## src/rtl/addr8u_swap_check_seq.sv

```systemverilog
// Operand-issue / result-capture stage around one combinational 8-bit unsigned adder.
// Each operand pair is applied to the adder and then, when CHECK_EN is set, applied
// again with A and B swapped. A fault-free adder is commutative, so the two 9-bit sums
// must match. A mismatch is reported with the result and counted in a saturating counter.
module addr8u_swap_check_seq #(
    parameter int unsigned SETTLE   = 1,
    parameter bit          CHECK_EN = 1'b1
) (
    input  logic       clk,
    input  logic       rst,
    input  logic       in_valid,
    output logic       in_ready,
    input  logic [7:0] in_a,
    input  logic [7:0] in_b,
    output logic [7:0] add_a,
    output logic [7:0] add_b,
    input  logic [8:0] add_sum,
    output logic       out_valid,
    input  logic       out_ready,
    output logic [8:0] out_sum,
    output logic       out_fault,
    output logic [7:0] fault_cnt,
    input  logic       clr_cnt
);

    // The settle counter counts 0 .. SETTLE-1 inside each pass.
    localparam int unsigned     CntW    = (SETTLE > 1) ? $clog2(SETTLE) : 1;
    localparam logic [CntW-1:0] CntLast = CntW'(SETTLE - 1);

    typedef enum logic [1:0] {
        StIdle,
        StPass1,
        StPass2,
        StResp
    } state_e;

    state_e          state_q, state_d;
    logic [7:0]      add_a_q, add_a_d;
    logic [7:0]      add_b_q, add_b_d;
    logic [CntW-1:0] cnt_q, cnt_d;
    logic            out_valid_q, out_valid_d;
    logic [8:0]      out_sum_q, out_sum_d;
    logic            out_fault_q, out_fault_d;
    logic [7:0]      fault_cnt_q, fault_cnt_d;

    logic settle_done;
    logic out_hs;

    assign settle_done = (cnt_q == CntLast);
    assign out_hs      = out_valid_q && out_ready;

    // Next-state for the issue/capture FSM and its registered outputs.
    // out_sum_q doubles as the first-pass sum s1: it is loaded at the end of PASS1 and
    // held through PASS2, where it is compared against the swapped-pass sum s2.
    always_comb begin
        state_d     = state_q;
        add_a_d     = add_a_q;
        add_b_d     = add_b_q;
        cnt_d       = cnt_q;
        out_valid_d = out_valid_q;
        out_sum_d   = out_sum_q;
        out_fault_d = out_fault_q;

        unique case (state_q)
            StIdle: begin
                if (in_valid) begin
                    add_a_d = in_a;
                    add_b_d = in_b;
                    cnt_d   = '0;
                    state_d = StPass1;
                end
            end

            StPass1: begin
                if (settle_done) begin
                    out_sum_d = add_sum;
                    cnt_d     = '0;
                    if (CHECK_EN) begin
                        // Re-issue the same pair with the operands exchanged.
                        add_a_d = add_b_q;
                        add_b_d = add_a_q;
                        state_d = StPass2;
                    end else begin
                        out_fault_d = 1'b0;
                        out_valid_d = 1'b1;
                        state_d     = StResp;
                    end
                end else begin
                    cnt_d = cnt_q + 1'b1;
                end
            end

            StPass2: begin
                if (settle_done) begin
                    // Full 9-bit compare so a faulty carry is also caught.
                    out_fault_d = (out_sum_q != add_sum);
                    out_valid_d = 1'b1;
                    cnt_d       = '0;
                    state_d     = StResp;
                end else begin
                    cnt_d = cnt_q + 1'b1;
                end
            end

            StResp: begin
                if (out_ready) begin
                    out_valid_d = 1'b0;
                    add_a_d     = '0;
                    add_b_d     = '0;
                    state_d     = StIdle;
                end
            end

            default: begin
                state_d = StIdle;
            end
        endcase
    end

    // Saturating fault counter; a clear takes priority over a same-edge increment.
    always_comb begin
        fault_cnt_d = fault_cnt_q;
        if (clr_cnt) begin
            fault_cnt_d = '0;
        end else if (out_hs && out_fault_q && (fault_cnt_q != 8'hFF)) begin
            fault_cnt_d = fault_cnt_q + 8'd1;
        end
    end

    // State and output registers with synchronous active-high reset.
    always_ff @(posedge clk) begin
        if (rst) begin
            state_q     <= StIdle;
            add_a_q     <= '0;
            add_b_q     <= '0;
            cnt_q       <= '0;
            out_valid_q <= 1'b0;
            out_sum_q   <= '0;
            out_fault_q <= 1'b0;
            fault_cnt_q <= '0;
        end else begin
            state_q     <= state_d;
            add_a_q     <= add_a_d;
            add_b_q     <= add_b_d;
            cnt_q       <= cnt_d;
            out_valid_q <= out_valid_d;
            out_sum_q   <= out_sum_d;
            out_fault_q <= out_fault_d;
            fault_cnt_q <= fault_cnt_d;
        end
    end

    assign in_ready  = (state_q == StIdle) && !rst;
    assign add_a     = add_a_q;
    assign add_b     = add_b_q;
    assign out_valid = out_valid_q;
    assign out_sum   = out_sum_q;
    assign out_fault = out_fault_q;
    assign fault_cnt = fault_cnt_q;

endmodule
```

## config.mk

```make
export PLATFORM = sky130hd
export DESIGN_NAME = addr8u_swap_check_seq
export DESIGN_NICKNAME = d
export VERILOG_FILES = /design/src/rtl/addr8u_swap_check_seq.sv
export SDC_FILE = /design/constraint.sdc
export NUM_CORES = 1
export LEC_CHECK = 0
export BUFFER_PORTS_ARGS = -buffer_cell sky130_fd_sc_hd__buf_4
export CAP_MARGIN = 20
export CORE_ASPECT_RATIO = 0.8
export CORE_UTILIZATION = 33
export CTS_CLUSTER_DIAMETER = 100
export DETAILED_ROUTE_END_ITERATION = 6
export PLACE_DENSITY = 0.66
export SYNTH_ARGS = -nofsm -noshare
export SYNTH_HDL_FRONTEND = slang
export SYNTH_SLANG_ARGS = --single-unit
```

## constraint.sdc

```tcl
create_clock -name clk -period 2.1 [get_ports clk]
set_clock_uncertainty 0.1 [all_clocks]
set_input_delay 0.105 -clock clk [delete_from_list [all_inputs] [get_ports clk]]
set_output_delay 0.105 -clock clk [all_outputs]
set_load 0.005 [all_outputs]
```

Word level (Yosys, flattened, before mapping) --
Cells that the tools add are included.
Storage, ports and cells: flip-flop bits (word level) 38, input port bits 30, output and inout port bits 36, logic and storage cells 55
Cells by class: add/sub/neg operators 2, eq/ne operators 9, muxes and demuxes 18, bitwise operators 1, reductions and logical operators 17
Operators with widths (count):
- $pmux 8 s3 | 2
- $mux 8 | 5
- $ne 9x9->1 | 1
- $add 8x1->8 const B | 1
- $mux 2 | 4
- $ne 2x2->1 const B | 4
- $ne 8x8->1 const B | 1
- $pmux 2 s4 | 1
- $reduce_and 4->1 | 2
- $reduce_and 2->1 | 3
- $eq 2x2->1 const B | 2
- $logic_and 1x1->1 | 4
- $mux 1 | 4
- $pmux 1 s2 | 2
- $reduce_bool 2->1 | 2
- $reduce_or 2->1 | 2
- $reduce_and 3->1 | 1
- $reduce_bool 3->1 | 1
- $eq 2x1->1 const B | 1
- $logic_not 2->1 | 1
- $add 1x1->1 const B | 1
- $logic_not 1->1 | 1
- $not 1->1 | 1

Logic depth before layout (Yosys ltp) --
Gate-level depths: netlist of run 1.
depth in word-level cells 4, mapped depth 7, depth with buffers taken out 6

Least setup slack after synthesis of run 1 --
OpenSTA, ideal clock, no wires.
path kind register -> register, from reg state_q[1], to reg add_a_q[4], in the netlist add_a[4], library setup time 0.086 ns, data arrival time 1.383 ns, required time 1.914 ns, path slack 0.531 ns, stages on the path, launching flop included 8, path buffers 2, clock period less this slack 1.569 ns, cells stage by stage dfxtp_1 -> inv_1 -> ha_1 -> buf_2 -> nor2_4 -> buf_2 -> a22oi_1 -> a211oi_1
On the way: cells in the longest elaborated chain, start to end 3, elaborated cells on any way between the ends 9, those cells by class eq/ne (5); mux (1); reduce/logical (3)
RTL lines:
- start, declared | RTL line 37 | state_e state_q, state_d;
- start signal, assigned | RTL line 133 | state_q <= StIdle;
- start signal, assigned | RTL line 142 | state_q <= state_d;
- $eq 2x1->1 (tied with other cells) | RTL line 64 | unique case (state_q)
- $ne 2x2->1 (no line) / $reduce_bool 3->1 (equally long branches)
- $reduce_and 4->1 (no line)
- end signal, assigned | RTL line 134 | add_a_q <= '0;
- end signal, assigned | RTL line 143 | add_a_q <= add_a_d;
- end, declared | RTL line 38 | logic [7:0] add_a_q, add_a_d;
Parallel ways exist; a longest one is shown, timed or not. A chain may end at the register's enable or synchronous reset.

Worst setup path after layout of run 1 --
from reg state_q[0], to reg add_b_q[4], in the netlist add_b[4]
On the way: cells in the longest elaborated chain, start to end 3, elaborated cells on any way between the ends 9, those cells by class eq/ne (5); mux (1); reduce/logical (3)
RTL lines:
- $eq 2x1->1 (tied with other cells) | RTL line 64
- $ne 2x2->1 (no line) / $reduce_bool 3->1 (equally long branches)
- $reduce_and 4->1 (no line)
- end signal, assigned | RTL line 135 | add_b_q <= '0;
- end signal, assigned | RTL line 144 | add_b_q <= add_b_d;
- end, declared | RTL line 39 | logic [7:0] add_b_q, add_b_d;
Parallel ways exist; a longest one is shown, timed or not.

==> metrics.md, run 1 <==
| Metric | Value |
|---|---|
| Leakage power | `around 1.0 nW` |
| Dpl cells | `between 200 and 300` |
| Element type at the critical path end | `flop` |
| Grt ovf | `0` |
| Register share of total power | `around two fifths` |
| Row cnt | `22` |
| CTS Buf Count | `5` |
| Area of placed instances | `roughly 2200 um2` |
| Largest delay share family, worst path | `buffers and inverters` |
| Setup TNS | `0 ps` |
| R2R depth | `7` |
| Worst reg-to-reg setup slack | `a little under 400 ps` |
| H-tree levels | `2` |
| Global-route wire length before repair | `6270 um` |
| Synth area leaders | `dfxtp_1 (44%), nor2_1 (7.7%), a211oi_1 (7.5%), a22oi_1 (7.5%), mux2i_1 (6.5%)` |
| Worst hold start | `out_ready` |
| Top cell type's share of synthesized area | `43.6%` |
| Area leader, netlist | `dfxtp_1` |
| Fin. max-slew vios | `0` |
| Post-route ant nets | `0` |
| Hold_ws | `about 82 ps` |
| Critical Path RT | `2190 ps` |
| Buffers from clock root to sink, at most | `2` |
| Io pins | `66` |
| Slowest stage delay, CP | `360 ps` |
| Iteration-0 DRC Markers | `between 90 and 100` |
| Layout cell share with drive strength beyond 1 | `approximately a third` |
| Crit share post-route | `between 80% and 90%` |
| Clk Latency, worst-skew pair | `between 200 and 300 ps` |
| Outcome | `completed` |
| Peak Freq | `roughly 580 MHz` |
| Residual DRC | `0` |
| Clock-pin slew on the worst setup and hold paths | `~70 ps` |
| Reg-to-Reg Start | `state_q[0]` |
| DP Wirelength | `around 2800 um` |
| Critical-path top delay cell | `dfxtp_1` |
| Netlist cell types | `33` |
| Syn-to-layout area delta | `40.8%` |
| Share of synthesized registers carrying an async set or reset | `0%` |
| Sw frac | `36.5%` |
| Post-synthesis sequential area ratio | `43.6%` |
| Crit Path Class | `reg2reg` |
| Vias | `~1600` |
| Total setup buffers inserted after CTS | `0` |
| EDFF count, synth | `0` |
| Setup ws final | `around 390 ps` |
| ANT cells | `0` |
| Die width | `between 80 and 90 um` |
| CP max FO | `32` |
| Post-Syn Nets | `about 220` |
| Synthesized instance count | `approximately 180` |
| PwrDens | `around 1200 nW/um2` |
| Wirelength per Cell | `approximately 13 um` |
| Clk sinks | `37` |
| Die area | `between 5000 and 6000 um2` |
| Initial Util | `a little over a third` |
| Final Setup Violations | `0` |
| Core ar. | `4760 um2` |
| Most common cell in the netlist | `dfxtp_1` |
| Initial antenna violation count | `0` |
| Top post-synthesis cells by count | `dfxtp_1 (37), nor2_1 (35), a211oi_1 (17), a22oi_1 (17), mux2i_1 (11)` |
| Syn. warnings | `0` |
| Final cell count without fillers | `between 300 and 400` |
| Average cell area after synthesis | `about 9.3 um2` |
| Least-Margin Pin Slew | `approximately 380 ps` |
| Rel. slew slack | `between 70% and 80%` |
| Power Total | `between 2 and 3 mW` |
| Final WL | `slightly below 4000 um` |
| Largest net degree at the start of global routing | `33` |
| CTS tree | `built` |
| Gr usage total | `15.2%` |
| Die height | `approximately 66 um` |
| Combinational share of power | `44.7%` |
| Mapped cell area | `between 1500 and 2000 um2` |
| Stages on worst setup path | `7` |
| WHS Path Cells | `4` |
| Number of synthesized register bits | `37` |
| Main synth FF type | `dfxtp_1` |
| NumNets Final | `290` |
| P_sw | `approximately 1.0 mW` |
| Peak supply drop | `about 0.00048 V` |
| Crit path top cell by count | `inv_1` |
| Layout Utilization | `around half` |
| RSZ-0062 raised after global routing | `false` |
| Vias in the first global route | `about 1400` |
| Tmin final | `~1700 ps` |
| Vias per cell | `around 5.1` |
| Clock power frac | `16.2%` |
| Critical Path AT | `between 1500 and 2000 ps` |
| GPL Wtd Cong | `around 0.73` |
| Crit-path cells | `inv_1 > ha_1 > inv_1 > o221a_2 > buf_4 > nor2_1 > a211oi_1` |
| Hold Path End | `out_valid` |
| Design area | `about 2400 um2` |
| HP Class | `in2reg` |
| WP buf/inv | `3` |
| First-pass iteration count of the detailed router | `4` |
| Buffers on Ports | `65` |
| Maximum capacitance violations | `0` |
| Startpoint types | `flop` |
| P_int | `between 1.5 and 2 mW` |
| Clock root cell | `clkbuf_8` |
| R2r endpoint | `add_b[4]` |
| Final hold violation count | `0` |
| Pre-CTS WS | `between 300 and 400 ps` |
[flip-flops by register name, summed over array words and instances, names as in the netlist]
name,count
add_a,8
add_b,8
fault_cnt,8
out_fault,1
out_sum,9
out_valid,1
state_q,2
[how the worst max path moves through the flow]
stage                    start        to  slack (ps)
detailed placement  state_q[0]  add_b[6]         400
floorplan           state_q[1]  add_a[4]         530
CTS                 state_q[0]  add_a[4]         390
finish              state_q[0]  add_b[4]         390
global placement    state_q[0]  add_a[5]         450
global route        state_q[0]  add_a[2]         180
[power by group through the flow]
stage	Sequential (mW)	Clock [mW]	Combinational, mW
2_1_floorplan	1.09	0	0.774
3_3_place_gp	1.11	0	1.22
3_5_place_dp	1.10	0	1.25
4_1_cts	1.09	0.464	1.26
5_1_grt	1.12	0.492	1.39
6_report	1.09	0.451	1.25
[routing by layer]
layer,vias up,track usage (%),wire length [um]
met4,0,6.36,51
met5,-,0,0
met3,7,4.00,170
met1,738,19.7,1820
met2,39,23.7,1940
li1,801,-,-
[worst reg2reg max path, cell delays in order, from the launching register on]
cell	delay, ps
dfxtp_1	360
inv_1	90
ha_1	260
inv_1	70
o221a_2	160
buf_4	280
nor2_1	90
a211oi_1	220
[cell families (layout without fill, tap and decap cells)]
group	count (synthesis)	in the layout	synth area share, %
AND/OR/NAND/NOR	53	53	14.4
AO/OA/AOI/OAI	47	47	20.9
flip-flops	37	37	43.6
buffers and inverters	16	87	3.98
XOR/XNOR	12	12	6.19
multiplexers	11	11	6.48
adder cells (fa/ha/maj)	6	6	4.42
[layout by cell type, fill, tap and decap left out, types with 2 or more instances in the layout]
master         netlist  layout
buf_4                0      67
dfxtp_1             37      37
nor2_1              35      35
a22oi_1             17      17
a211oi_1            17      17
mux2i_1             11      11
xnor2_1              9       9
dlygate4sd3_1        0       9
ha_1                 6       6
clkbuf_8             0       5
inv_1                4       4
nand3_1              3       3
xor2_1               3       3
nand4_1              3       3
a31oi_1              2       2
nor3_1               2       2
nand2_1              2       2
o21ai_0              2       2
or3_1                2       2
a21oi_1              2       2
[repair_timing]
item,CTS,global route
gates resized for setup,0,0
hold buffers,9,0
endpoints found under the hold margin,9,0
[area by class of cell]
| cell class | count | area [um2] |
|---|---|---|
| clock buffers | 5 | 68.8 |
| clock inverters | 1 | 5.00 |
| fillers | 482 | 2370 |
| inverters | 5 | 18.8 |
| multi-input cells | 129 | 891 |
| flip-flops and latches | 37 | 741 |
| well taps | 60 | 75.1 |
| repair buffers | 76 | 593 |
Note: power is estimated with default switching activity, not from simulation.
==> run 2: changes to the inputs <==
Clock period 2.1 ns to 1.8 ns, I/O delays scaled along.
==> metrics.md, run 2 (synthesis results as in run 1) <==
| Metric | Value |
|---|---|
| Outcome | `completed` |
| Combinational share of power | `44.6% (about the same)` |
| ANT cells | `0 (unchanged)` |
| Fin. max-slew vios | `0 (unchanged)` |
| Register share of total power | `35.3% (-3.8 points)` |
| CTS Buf Count | `5 (unchanged)` |
| Final Setup Violations | `0 (unchanged)` |
| Vias per cell | `4.99 (-1.5%)` |
| WHS Path Cells | `3 (-1)` |
| DP Wirelength | `2870 um (+2.8%)` |
| CP max FO | `5 (-84%)` |
| Wirelength per Cell | `13.0 um (+1.9%)` |
| R2r endpoint | `fault_cnt[7]` |
| RSZ-0062 raised after global routing | `false` |
| Clock-pin slew on the worst setup and hold paths | `70 ps (about the same)` |
| Clock power frac | `20.1% (+3.9 points)` |
| Critical Path RT | `1910 ps (-280 ps)` |
| Commonest non-fill, non-tap cell in the layout | `buf_4` |
| P_int | `2.37 mW (+34%)` |
| Residual DRC | `0 (unchanged)` |
| Critical Path AT | `1720 ps (-90 ps)` |
| Reg-to-Reg Start | `fault_cnt[0]` |
| Maximum capacitance violations | `0 (unchanged)` |
| HP Class | `in2reg` |
| Vias in the first global route | `1340 (-4.0%)` |
| Die height | `66.2 um (unchanged)` |
| FILL cells | `466 (-3.3%)` |
| Io pins | `66 (unchanged)` |
| Clk Latency, worst-skew pair | `280 ps (about the same)` |
| Global-route wire length before repair | `6400 um (+2.2%)` |
| Final hold violation count | `0 (unchanged)` |
| Least-Margin Pin Slew | `339 ps (-42.2 ps)` |
| Clk sinks | `37 (unchanged)` |
| Leakage power | `1.10 nW (+5.3%)` |
| Vias | `1601 (+1.0%)` |
| Core ar. | `4760 um2 (unchanged)` |
| P_sw | `1.25 mW (+23%)` |
| Row cnt | `22 (unchanged)` |
| Gr usage total | `15.9% (+0.70 points)` |
| Initial Util | `35.7% (unchanged)` |
| Syn-to-layout area delta | `47.4%` |
| Iteration-0 DRC Markers | `121 (+33%)` |
| NumNets Final | `296 (+2.1%)` |
| Buffers from clock root to sink, at most | `2 (unchanged)` |
| CTS tree | `built` |
| Clock root cell | `clkbuf_8` |
| Element type at the critical path end | `flop` |
| Crit Path Class | `reg2reg` |
| Die area | `5440 um2 (unchanged)` |
| Setup TNS | `0 ps (unchanged)` |
| Multi-input logic area | `911 um2 (+2.2%)` |
| First-pass iteration count of the detailed router | `4 (unchanged)` |
| Die width | `82.2 um (unchanged)` |
| Max FFs per register | `9 (unchanged)` |
| Peak Freq | `619 MHz (+6.0%)` |
| Worst hold start | `clr_cnt` |
| Power Total | `3.61 mW (+30%)` |
| Layout cell share with drive strength beyond 1 | `33.3% (+1.7 points)` |
| Rel. slew slack | `77.4% (+2.9 points)` |
| Crit share post-route | `89.8% (+8.2 points)` |
| Hold Path End | `fault_cnt[5]` |
| Final WL | `4160 um (+4.5%)` |
| H-tree levels | `2 (unchanged)` |
| Peak supply drop | `0.000810 V (+69%)` |
| Largest net degree at the start of global routing | `33 (unchanged)` |
| R2R depth | `5 (-2)` |
| Initial antenna violation count | `0 (unchanged)` |
| Grt ovf | `0 (unchanged)` |
| FF/Latch Area | `741 um2 (unchanged)` |
| Buffers on Ports | `65 (unchanged)` |
| Commonest cells after routing, fill and taps aside | `buf_4 (71), dfxtp_1 (37), nor2_1 (35)` |
| PwrDens | `1440 nW/um2 (+24%)` |
| Post-route ant nets | `0 (unchanged)` |
| Worst reg-to-reg setup slack | `180 ps (-200 ps)` |
| Sw frac | `34.5% (-2.0 points)` |
| Tmin final | `1620 ps (-97.2 ps)` |
| GPL Wtd Cong | `0.757 (+3.2%)` |
| Startpoint types | `flop` |
run 2: cell count changes in the layout (fill, tap and decap cells not counted), sizes merged:
cell,previous run,this run
o221a,1,2
buf,67,72
clkinv,1,0
bufinv,0,1
clkbuf,5,7
run 2: layout make-up:
cell class,count,area share [%]
clock inverters,1,1.20
clock buffers,7,3.45
well taps,60,3.00
flip-flops and latches,37,29.6
repair buffers,81,25.7
inverters,5,0.749
multi-input cells,130,36.4
run 2: critical path: stages, from the launching register on:
cell	delay (ps)
dfxtp_1	340
ha_1	220
nand3_1	210
o211ai_4	140
or3_1	360
a21oi_1	160
run 2: what timing repair did:
item | CTS | global route
hold endpoints to repair | 9 | 0
hold buffers | 9 | 0
gates resized for setup | 1 | 0
setup endpoints to repair | 3 | 8
gates cloned | 0 | 1
buffers inserted | 0 | 2
pin swaps | 0 | 2
run 2: power by group through the flow:
stage               registers (mW)  logic (mW)  clock network [mW]
CTS                           1.27        1.50               0.751
global placement              1.29        1.45                   0
finish                        1.27        1.61               0.727
detailed placement            1.29        1.46                   0
global route                  1.31        1.82               0.792
floorplan                     1.28       0.903                   0
run 2: metrics by stage:
stage	instances	hold WS, ps	area, um2	utilization [%]	worst slack [ps]
finish	321	65.9	2500	52.6	184
CTS	318	54.9	2470	51.8	141
detailed placement	301	251	2250	47.3	3.52
global route	321	74.8	2500	52.6	21.4
global placement	301	241	2250	47.3	35.4
floorplan	182	137	1700	-	231
run 2: worst max path at each step:
stage	startpoint	end	slack (ps)	depth (start not counted)
after floorplan	state_q[1]	add_a[4]	230	7
after global placement	state_q[1]	add_a[6]	40	6
after detailed placement	state_q[1]	add_a[6]	4	6
after CTS	state_q[1]	add_a[6]	140	6
after global routing	state_q[1]	add_a[5]	20	6
final	fault_cnt[0]	fault_cnt[7]	180	5
run 2: per-layer routing:
layer | GRT usage (%) | routed length, um | part of all wire [%] | vias up
met5 | 0 | 0 | 0 | -
met4 | 6.58 | 73 | 1.8 | 0
met3 | 4.28 | 169 | 4.1 | 6
met2 | 23.7 | 1970 | 47 | 38
met1 | 21.5 | 1940 | 47 | 735
li1 | - | - | - | 822
==> run 3: changes to the inputs <==
Settings changed: CAP_MARGIN 20 to 15, CORE_UTILIZATION 33 to 48, PLACE_DENSITY 0.66 to 0.87.
==> metrics.md, run 3 (synthesis results as in run 1) <==
| Metric | Value |
|---|---|
| Outcome | `completed` |
| Largest net degree at the start of global routing | `33 (unchanged)` |
| Startpoint types | `flop` |
| Global-route wire length before repair | `6200 um (-3.2%)` |
| R2r endpoint | `add_b[1]` |
| Critical Path RT | `1900 ps (about the same)` |
| WP buf/inv | `1 (+1)` |
| Vias | `1558 (-2.7%)` |
| RSZ-0062 raised after global routing | `false` |
| DP Wirelength | `2580 um (-9.8%)` |
| Hold_ws | `51.6 ps (-14.3 ps)` |
| Pre-CTS WS | `198 ps (+194 ps)` |
| Die height | `55.2 um (-17%)` |
| Gr usage total | `22.0% (+6.1 points)` |
| Least-Margin Pin Slew | `380 ps (+40.3 ps)` |
| Final hold violation count | `0 (unchanged)` |
| Final WL | `3740 um (-10%)` |
| Critical path endpoint | `add_b[1]` |
| Residual DRC | `0 (unchanged)` |
| NumNets Final | `290 (-2.0%)` |
| Tmin final | `1610 ps (-3.83 ps)` |
| HP Class | `in2reg` |
| Total setup buffers inserted after CTS | `0 (unchanged)` |
| Initial antenna violation count | `0 (unchanged)` |
| Stages on worst setup path | `5 (unchanged)` |
| Die area | `3780 um2 (-30%)` |
| Slowest stage delay, CP | `380 ps (+20 ps)` |
| Critical Path AT | `1710 ps (about the same)` |
| ANT cells | `0 (unchanged)` |
| Leakage power | `1.05 nW (-4.6%)` |
| Vias in the first global route | `1452 (+8.4%)` |
| Largest delay share family, worst path | `flip-flops` |
| Maximum capacitance violations | `0 (unchanged)` |
| CP startpoint | `state_q[1]` |
| GPL Wtd Cong | `0.747 (-1.3%)` |
| H-tree levels | `2 (unchanged)` |
| Io pins | `66 (unchanged)` |
| Commonest non-fill, non-tap cell in the layout | `buf_4` |
| CTS tree | `built` |
| CP max FO | `16 (+11)` |
| Clock-pin slew on the worst setup and hold paths | `70 ps (about the same)` |
| Final Setup Violations | `0 (unchanged)` |
| Crit-path cells | `inv_1 > ha_1 > nor2_4 > a22oi_1 > a211oi_1` |
| Die width | `68.5 um (-17%)` |
| Wirelength per Cell | `12.7 um (-2.1%)` |
| Clock root cell | `clkbuf_8` |
| Initial Util | `52.8% (+17 points)` |
| Layout cell share with drive strength beyond 1 | `31.0% (-2.4 points)` |
| Post-route ant nets | `0 (unchanged)` |
| Area of placed instances | `2220 um2 (-1.6%)` |
| CTS Buf Count | `5 (unchanged)` |
| Syn-to-layout area delta | `40.4%` |
| Element type at the critical path end | `flop` |
| Peak Freq | `620 MHz (+0.24%)` |
| Row cnt | `18 (-18%)` |
| Vias per cell | `5.28 (+5.9%)` |
| PwrDens | `1390 nW/um2 (-3.7%)` |
| Max FFs per register | `9 (unchanged)` |
| Worst reg-to-reg setup slack | `190 ps (about the same)` |
| Cts repair resizes | `0 (-1)` |
| Core ar. | `3220 um2 (-32%)` |
| Crit Path Class | `reg2reg` |
| Commonest cells after routing, fill and taps aside | `buf_4 (66), dfxtp_1 (37), nor2_1 (35)` |
| Crit share post-route | `89.6% (-0.21 points)` |
| Peak supply drop | `0.000869 V (+7.2%)` |
| R2R depth | `5 (unchanged)` |
| Rel. slew slack | `74.6% (-2.7 points)` |
| Clk Latency, worst-skew pair | `280 ps (about the same)` |
| Grt ovf | `0 (unchanged)` |
| Setup TNS | `0 ps (unchanged)` |
| Fin. max-slew vios | `0 (unchanged)` |
| Design area | `2390 um2 (-4.7%)` |
| Iteration-0 DRC Markers | `77 (-36%)` |
| First-pass iteration count of the detailed router | `4 (unchanged)` |
| Clk sinks | `37 (unchanged)` |
| Buffers on Ports | `65 (unchanged)` |
| Critical-path top delay cell | `dfxtp_1` |
| Buffers from clock root to sink, at most | `2 (unchanged)` |
| Reg-to-Reg Start | `state_q[1]` |
| Setup ws final | `188 ps (+3.83 ps)` |
run 3: cell count changes in the layout (fill, tap and decap cells not counted), sizes merged:
| cell | delta |
|---|---|
| buf | -5 |
| bufinv | -1 |
| clkbuf | +1 |
| o221a | -1 |
run 3: worst min path at each step:
stage | start | endpoint | cells after the start
floorplan | add_sum[0] | out_sum[0] | 2
global placement | add_sum[0] | out_sum[0] | 3
detailed placement | add_sum[6] | out_sum[6] | 3
CTS | clr_cnt | fault_cnt[7] | 3
global route | in_b[6] | add_b[6] | 3
finish | clr_cnt | fault_cnt[5] | 3
run 3: power by group:
group | internal (mW) | switching [mW]
Clock | 0.275 | 0.267
Sequential | 1.07 | 0.209
Combinational | 0.780 | 0.717
run 3: final cells by class:
cell class	instances	area, um2
Tap cell	40	50.0
Fill cell	258	835
Multi-Input combinational cell	129	891
Sequential cell	37	741
Clock buffer	8	80.1
Inverter	5	18.8
Timing Repair Buffer	76	606
run 3: tightest hold or removal path, stage by stage:
cell and delay, ps:
buf_4 70, or2_2 170, a21oi_1 50
run 3: layer usage:
metal	wire length, um	GRT usage (%)	vias to the layer above
met5	0	0	-
met3	225	9.71	4
met4	40	8.63	0
met2	1870	35.2	44
met1	1600	25.2	707
li1	-	-	803
run 3: timing repair:
item,CTS,global route
hold buffers,9,0
endpoints found under the hold margin,9,0
setup endpoints to repair,0,0
run 3: metrics by stage:
step                total power [mW]  utilization [%]  std cells
floorplan                       2.18                -        182
global placement                2.74             68.8        278
detailed placement              2.78             68.8        278
CTS                             3.34             74.1        295
global route                    3.57             74.1        295
finish                          3.32             74.1        295
